==> src/rtl/tilt_axis_ctrl.sv <==
// tilt_axis_ctrl: single-axis gesture-to-command controller (two hand coordinates -> slew-limited command byte)
//   clock, reset      : system clock, synchronous active-high reset
//   enable            : 0 forces the target to NEUTRAL
//   snap              : 1 bypasses slew limiting (mag follows target every cycle)
//   frame_valid       : one-cycle strobe qualifying pos_a/pos_b
//   pos_a, pos_b      : hand coordinates, 0 = not detected
//   mag               : registered command value
//   direction         : 0 none, 1 positive, 2 negative
//   lost              : hands lost, target forced to NEUTRAL
//   settled           : mag equals target
module tilt_axis_ctrl #(
    parameter int COORD_W     = 16,
    parameter int OUT_W       = 8,
    parameter int NEUTRAL     = 116,
    parameter int DEAD        = 38,
    parameter int SAT         = 230,
    parameter int SHIFT       = 2,
    parameter int OUT_MIN     = 68,
    parameter int OUT_MAX     = 184,
    parameter int ZONE_MAX    = 511,
    parameter int LOST_FRAMES = 8,
    parameter int SLEW_DIV    = 50000,
    parameter int SLEW_STEP   = 2
) (
    input  logic               clock,
    input  logic               reset,
    input  logic               enable,
    input  logic               snap,
    input  logic               frame_valid,
    input  logic [COORD_W-1:0] pos_a,
    input  logic [COORD_W-1:0] pos_b,
    output logic [OUT_W-1:0]   mag,
    output logic [1:0]         direction,
    output logic               lost,
    output logic               settled
);
    localparam int DW = COORD_W + 1;
    localparam int MW = $clog2(LOST_FRAMES + 1);
    localparam int CW = $clog2(SLEW_DIV + 1);
    localparam logic [OUT_W-1:0] NEU = OUT_W'(NEUTRAL);

    logic               cap_v, cap_ok;
    logic [COORD_W-1:0] cap_a, cap_b;
    logic [DW-1:0]      diff, raw, span;
    logic [OUT_W-1:0]   off, target, target_nxt, mag_nxt, gap, step;
    logic [1:0]         dir_nxt;
    logic [MW-1:0]      miss, miss_nxt;
    logic               lost_nxt, tick;
    logic [CW-1:0]      cnt;

    always_comb begin
        diff = cap_a > cap_b ? {1'b0, cap_a} - {1'b0, cap_b} : {1'b0, cap_b} - {1'b0, cap_a};
        span = cap_b > cap_a ? DW'(OUT_MAX - NEUTRAL) : DW'(NEUTRAL - OUT_MIN);
        // raw is only meaningful outside the deadband, where diff >= DEAD
        raw = (diff - DW'(DEAD)) >> SHIFT;
        off = (diff >= DW'(SAT) || raw > span) ? OUT_W'(span) : OUT_W'(raw);
        target_nxt = target;
        dir_nxt = direction;
        lost_nxt = lost;
        miss_nxt = miss;
        if (cap_v) begin
            if (cap_ok) begin
                miss_nxt = '0;
                lost_nxt = 1'b0;
                target_nxt = diff < DW'(DEAD) ? NEU : cap_b > cap_a ? NEU + off : NEU - off;
                dir_nxt = diff < DW'(DEAD) ? 2'd0 : cap_b > cap_a ? 2'd1 : 2'd2;
            end else begin
                miss_nxt = miss == MW'(LOST_FRAMES) ? miss : miss + 1'b1;
                if (miss_nxt == MW'(LOST_FRAMES)) begin
                    lost_nxt = 1'b1;
                    target_nxt = NEU;
                    dir_nxt = 2'd0;
                end
            end
        end
        // enable low overrides continuously, independent of frames
        if (!enable) begin
            target_nxt = NEU;
            dir_nxt = 2'd0;
        end
        tick = cnt == CW'(SLEW_DIV - 1);
        gap = target > mag ? target - mag : mag - target;
        step = gap > OUT_W'(SLEW_STEP) ? OUT_W'(SLEW_STEP) : gap;
        mag_nxt = snap ? target : !tick ? mag : target > mag ? mag + step : mag - step;
    end

    always_ff @(posedge clock) begin
        if (reset) begin
            cap_v     <= 1'b0;
            cap_ok    <= 1'b0;
            cap_a     <= '0;
            cap_b     <= '0;
            target    <= NEU;
            direction <= 2'd0;
            lost      <= 1'b1;
            miss      <= MW'(LOST_FRAMES);
            cnt       <= '0;
            mag       <= NEU;
            settled   <= 1'b1;
        end else begin
            cap_v <= frame_valid;
            if (frame_valid) begin
                cap_a  <= pos_a;
                cap_b  <= pos_b;
                cap_ok <= pos_a != '0 && pos_b != '0 &&
                          pos_a <= COORD_W'(ZONE_MAX) && pos_b <= COORD_W'(ZONE_MAX);
            end
            target    <= target_nxt;
            direction <= dir_nxt;
            lost      <= lost_nxt;
            miss      <= miss_nxt;
            cnt       <= tick ? '0 : cnt + 1'b1;
            mag       <= mag_nxt;
            settled   <= mag_nxt == target_nxt;
        end
    end
endmodule

==> config.mk <==
export PLATFORM = sky130hd
export DESIGN_NAME = tilt_axis_ctrl
export DESIGN_NICKNAME = d
export VERILOG_FILES = /design/src/rtl/tilt_axis_ctrl.sv
export SDC_FILE = /design/constraint.sdc
export NUM_CORES = 1
export LEC_CHECK = 0
export CAP_MARGIN = 20
export CORE_MARGIN = 1.5
export CORE_UTILIZATION = 61
export DETAILED_ROUTE_END_ITERATION = 8
export PLACE_DENSITY = 0.82
export SYNTH_ARGS = -nofsm -noshare
export SYNTH_HDL_FRONTEND = slang
export SYNTH_SLANG_ARGS = --single-unit
==> constraint.sdc <==
create_clock -name clock -period 10.07 [get_ports clock]
set_clock_uncertainty 0.2 [all_clocks]
set_input_delay 2.5175 -clock clock [delete_from_list [all_inputs] [get_ports clock]]
set_output_delay 2.5175 -clock clock [all_outputs]
set_load 0.01 [all_outputs]
==> summary.md <==
| Metric | Value |
|---|---|
| I/O pins | `49` |
| Cts bufs inserted | `9` |
| Commonest cells post-synth | `nor2_1, a21oi_1, dfxtp_1, inv_1, ha_1` |
| Grt ovf | `0` |
| Switching share of power | `0.418` |
| Post-route ant nets | `0` |
| Main combinational cell family by area after synthesis | `compound AO/OA/AOI/OAI gates` |
| Synthesized instance count | `1001` |
| DRC | `0` |
| Layout cells sized above 1 | `0.0518` |
| Port bufs | `48` |
| F_max | `113 MHz` |
| Largest net degree at the start of global routing | `45` |
| Dpl hpwl | `14.9 mm` |
| Synth top area share | `0.195` |
| WP data required | `10120 ps` |
| Worst hold path depth | `1` |
| Worst slew pin tran | `1010 ps` |
| Worst r2r src | `cap_a[3]` |
| VDD IR max | `0.108 mV` |
| Worst-path maximum fanout | `19` |
| Final nets | `1127` |
| Register area share after synthesis | `0.195` |
| Final setup violation count | `0` |
| DR iter-0 viols | `563` |
| Clock transition at path regs | `70 ps` |
| Crit start category | `register` |
| Via/cell ratio | `6.29` |
| Core box area | `12100 sq um` |
| Worst reg2reg path depth | `32` |
| Synth Area in Compound Gates | `0.250` |
| Num Clock Sinks | `74` |
| Row count | `40` |
| Area growth from synthesis to layout | `10.8%` |
| Tmin final | `8850 ps` |
| Initial antenna violation count | `0` |
| Netlist Area Pre-Place | `7610 sq um` |
| Filler cell count | `1035` |
| CTS Hold Bufs | `0` |
| Longest Clk Path Bufs | `2` |
| Post-synth EDFFs | `0` |
| Final Max Tran Viols | `0` |
| Chip height | `115 microns` |
| Latest clock arrival within the worst-skew pair | `350 ps` |
| Clock power share | `0.267` |
| # placed instances | `1175` |
| Drt wl/cell | `16.3 microns` |
| CP endpoint kind | `register` |
| Crit path largest cell delay | `710 ps` |
| N_diodes | `0` |
| Clk root buf | `clkbuf_16` |
| Pleak | `0.00358 uW` |
| Cts repair resizes | `0` |
| Synth area leaders | `dfxtp_1, ha_1, mux2i_1, a21oi_1, nor2_1` |
| Most used cell, CP | `ha_1` |
| Global-route wire length before repair | `31.6 mm` |
| Status | `completed` |
| RSZ-0062 raised after global routing | `no` |
| HP Class | `reg -> reg` |
| Total Wirelength | `19.5 mm` |
| Die Width | `115 microns` |
| Yosys warns | `0` |
| Post-synthesis net count | `1110` |
| Critical-path top delay cell | `or4b_1` |
| Final Cycle Share | `0.878` |
| Worst setup endpoint | `settled` |
| Starting Density | `0.628` |
| Async SR Flop Fraction | `0` |
| Footprint of the multi-input gates | `5660 sq um` |
| Synth Area in XOR/XNOR | `0.0520` |
| Syn Area/Cell | `7.60 sq um` |
| Max-cap violations | `0` |
| Psw | `532 uW` |
| Post-synthesis simple-gate area fraction | `0.241` |
| Multiplexer area fraction after synthesis | `0.0779` |
| Pre-antenna DRT Iters | `6` |
| H-Tree Depth | `3` |
| Crit path from | `cap_a[3]` |
| RD Place Congestion | `0.943` |
| Register area | `1480 sq um` |
| Vias in the first global route | `6362` |
| CTS tree | `yes` |
| Synth Area in Adders | `0.123` |
| Final design utilization | `0.696` |
| Dominant synthesized flop cell | `dfxtp_1` |
| Crit path DAT | `8890 ps` |
| Flop pwr share | `0.246` |
| Power Density | `151 nW/um^2` |
| Synth cell types | `83` |
| Yosys reg bits | `74` |
| Final Total Pwr | `1270 uW` |
| Combinational power share | `0.487` |
| Synth area leader | `dfxtp_1` |
| Crit Path Class | `reg -> reg` |
| Fin Setup TNS | `0 ps` |
| Final cell count without fillers | `1191` |
| Count leader, synth | `nor2_1` |
| Setup bufs post-CTS | `0` |
| Final hold slack | `249 ps` |
| Via Count | `7486` |
| Final Hold Viols | `0` |
| GRT Util Overall | `0.298` |
| Reg2reg setup slack | `1220 ps` |
| Die Area | `13200 sq um` |
| Crit Reg-Reg Endpoint | `settled` |
| Slew headroom | `0.326` |
| Pint | `742 uW` |
[flip-flops by register name, indices dropped and copies added (netlist names)]
register / flops
direction: 2
cap_b: 16
miss: 4
target: 8
lost: 1
cnt: 16
cap_v: 1
settled: 1
cap_ok: 1
mag: 8
cap_a: 16
[through the flow]
stage | instance area (sq um) | setup WS, ps
after floorplan | 7610 | 2250
after global placement | 8120 | 1700
after detailed placement | 8120 | 1360
after CTS | 8430 | 1340
after global routing | 8430 | 517
final | 8430 | 1220
[how the worst min path moves through the flow]
| stage | startpoint | slack, ps | end |
|---|---|---|---|
| after floorplan | cnt[0] | 210 | cnt[0] |
| after global placement | cnt[0] | 230 | cnt[0] |
| after detailed placement | cnt[0] | 240 | cnt[0] |
| after CTS | cnt[0] | 250 | cnt[0] |
| after global routing | cnt[0] | 260 | cnt[0] |
| final | cnt[0] | 250 | cnt[0] |
[area by class of cell]
type,count,share of cell area
clock inverter,7,0.00979
tap,168,0.0249
timing repair buffer,51,0.0591
inverter,72,0.0321
sequential,74,0.176
multi-input combinational,810,0.672
clock buffer,9,0.0267
[kinds of logic after synthesis]
group	count (synthesis)
DFF	74
xor gates and xnor gates	43
buffers and inverters	117
and+or+nand+nor	358
muxes	57
adders and majority gates	72
AOI/OAI and AO/OA	280
[layout by cell type (no fill, tap or decap), drive strengths merged, types with 9 or more instances in the layout]
cell type / instances
and2: 14
clkbuf: 9
a21oi: 79
clkdlybuf4s50: 47
nor3: 25
xnor2: 24
a21o: 21
o31ai: 10
o21ai: 46
a211oi: 15
nor2: 104
nand2b: 16
o21a: 11
dfxtp: 74
inv: 75
nor4: 13
nand4: 16
o211ai: 13
ha: 67
and3: 14
nor2b: 15
nand2: 66
or2: 9
mux2i: 51
xor2: 19
o21bai: 9
nand3: 31
[metal layers]
metal  global-route usage  share of wire
met4               0.0872          0.017
met3               0.0360          0.067
met2                0.448           0.43
met5                    0              0
met1                0.444           0.48
[worst max-delay path, delay by kind of cell (launching register included)]
family	cells	cell delay [ps]
and+or+nand+nor	13	3580
adders and majority gates	4	1490
muxes	3	710
buffers and inverters	2	150
AOI/OAI and AO/OA	8	1930
xor gates and xnor gates	2	310
DFF	1	360
[power by group through the flow]
stage	clock (uW)	sequential (uW)	combinational, uW
global route	354	314	676
detailed placement	0	319	597
CTS	342	313	602
floorplan	0	317	469
finish	340	313	621
global placement	0	319	591
(Power assumes the default switching activity.)
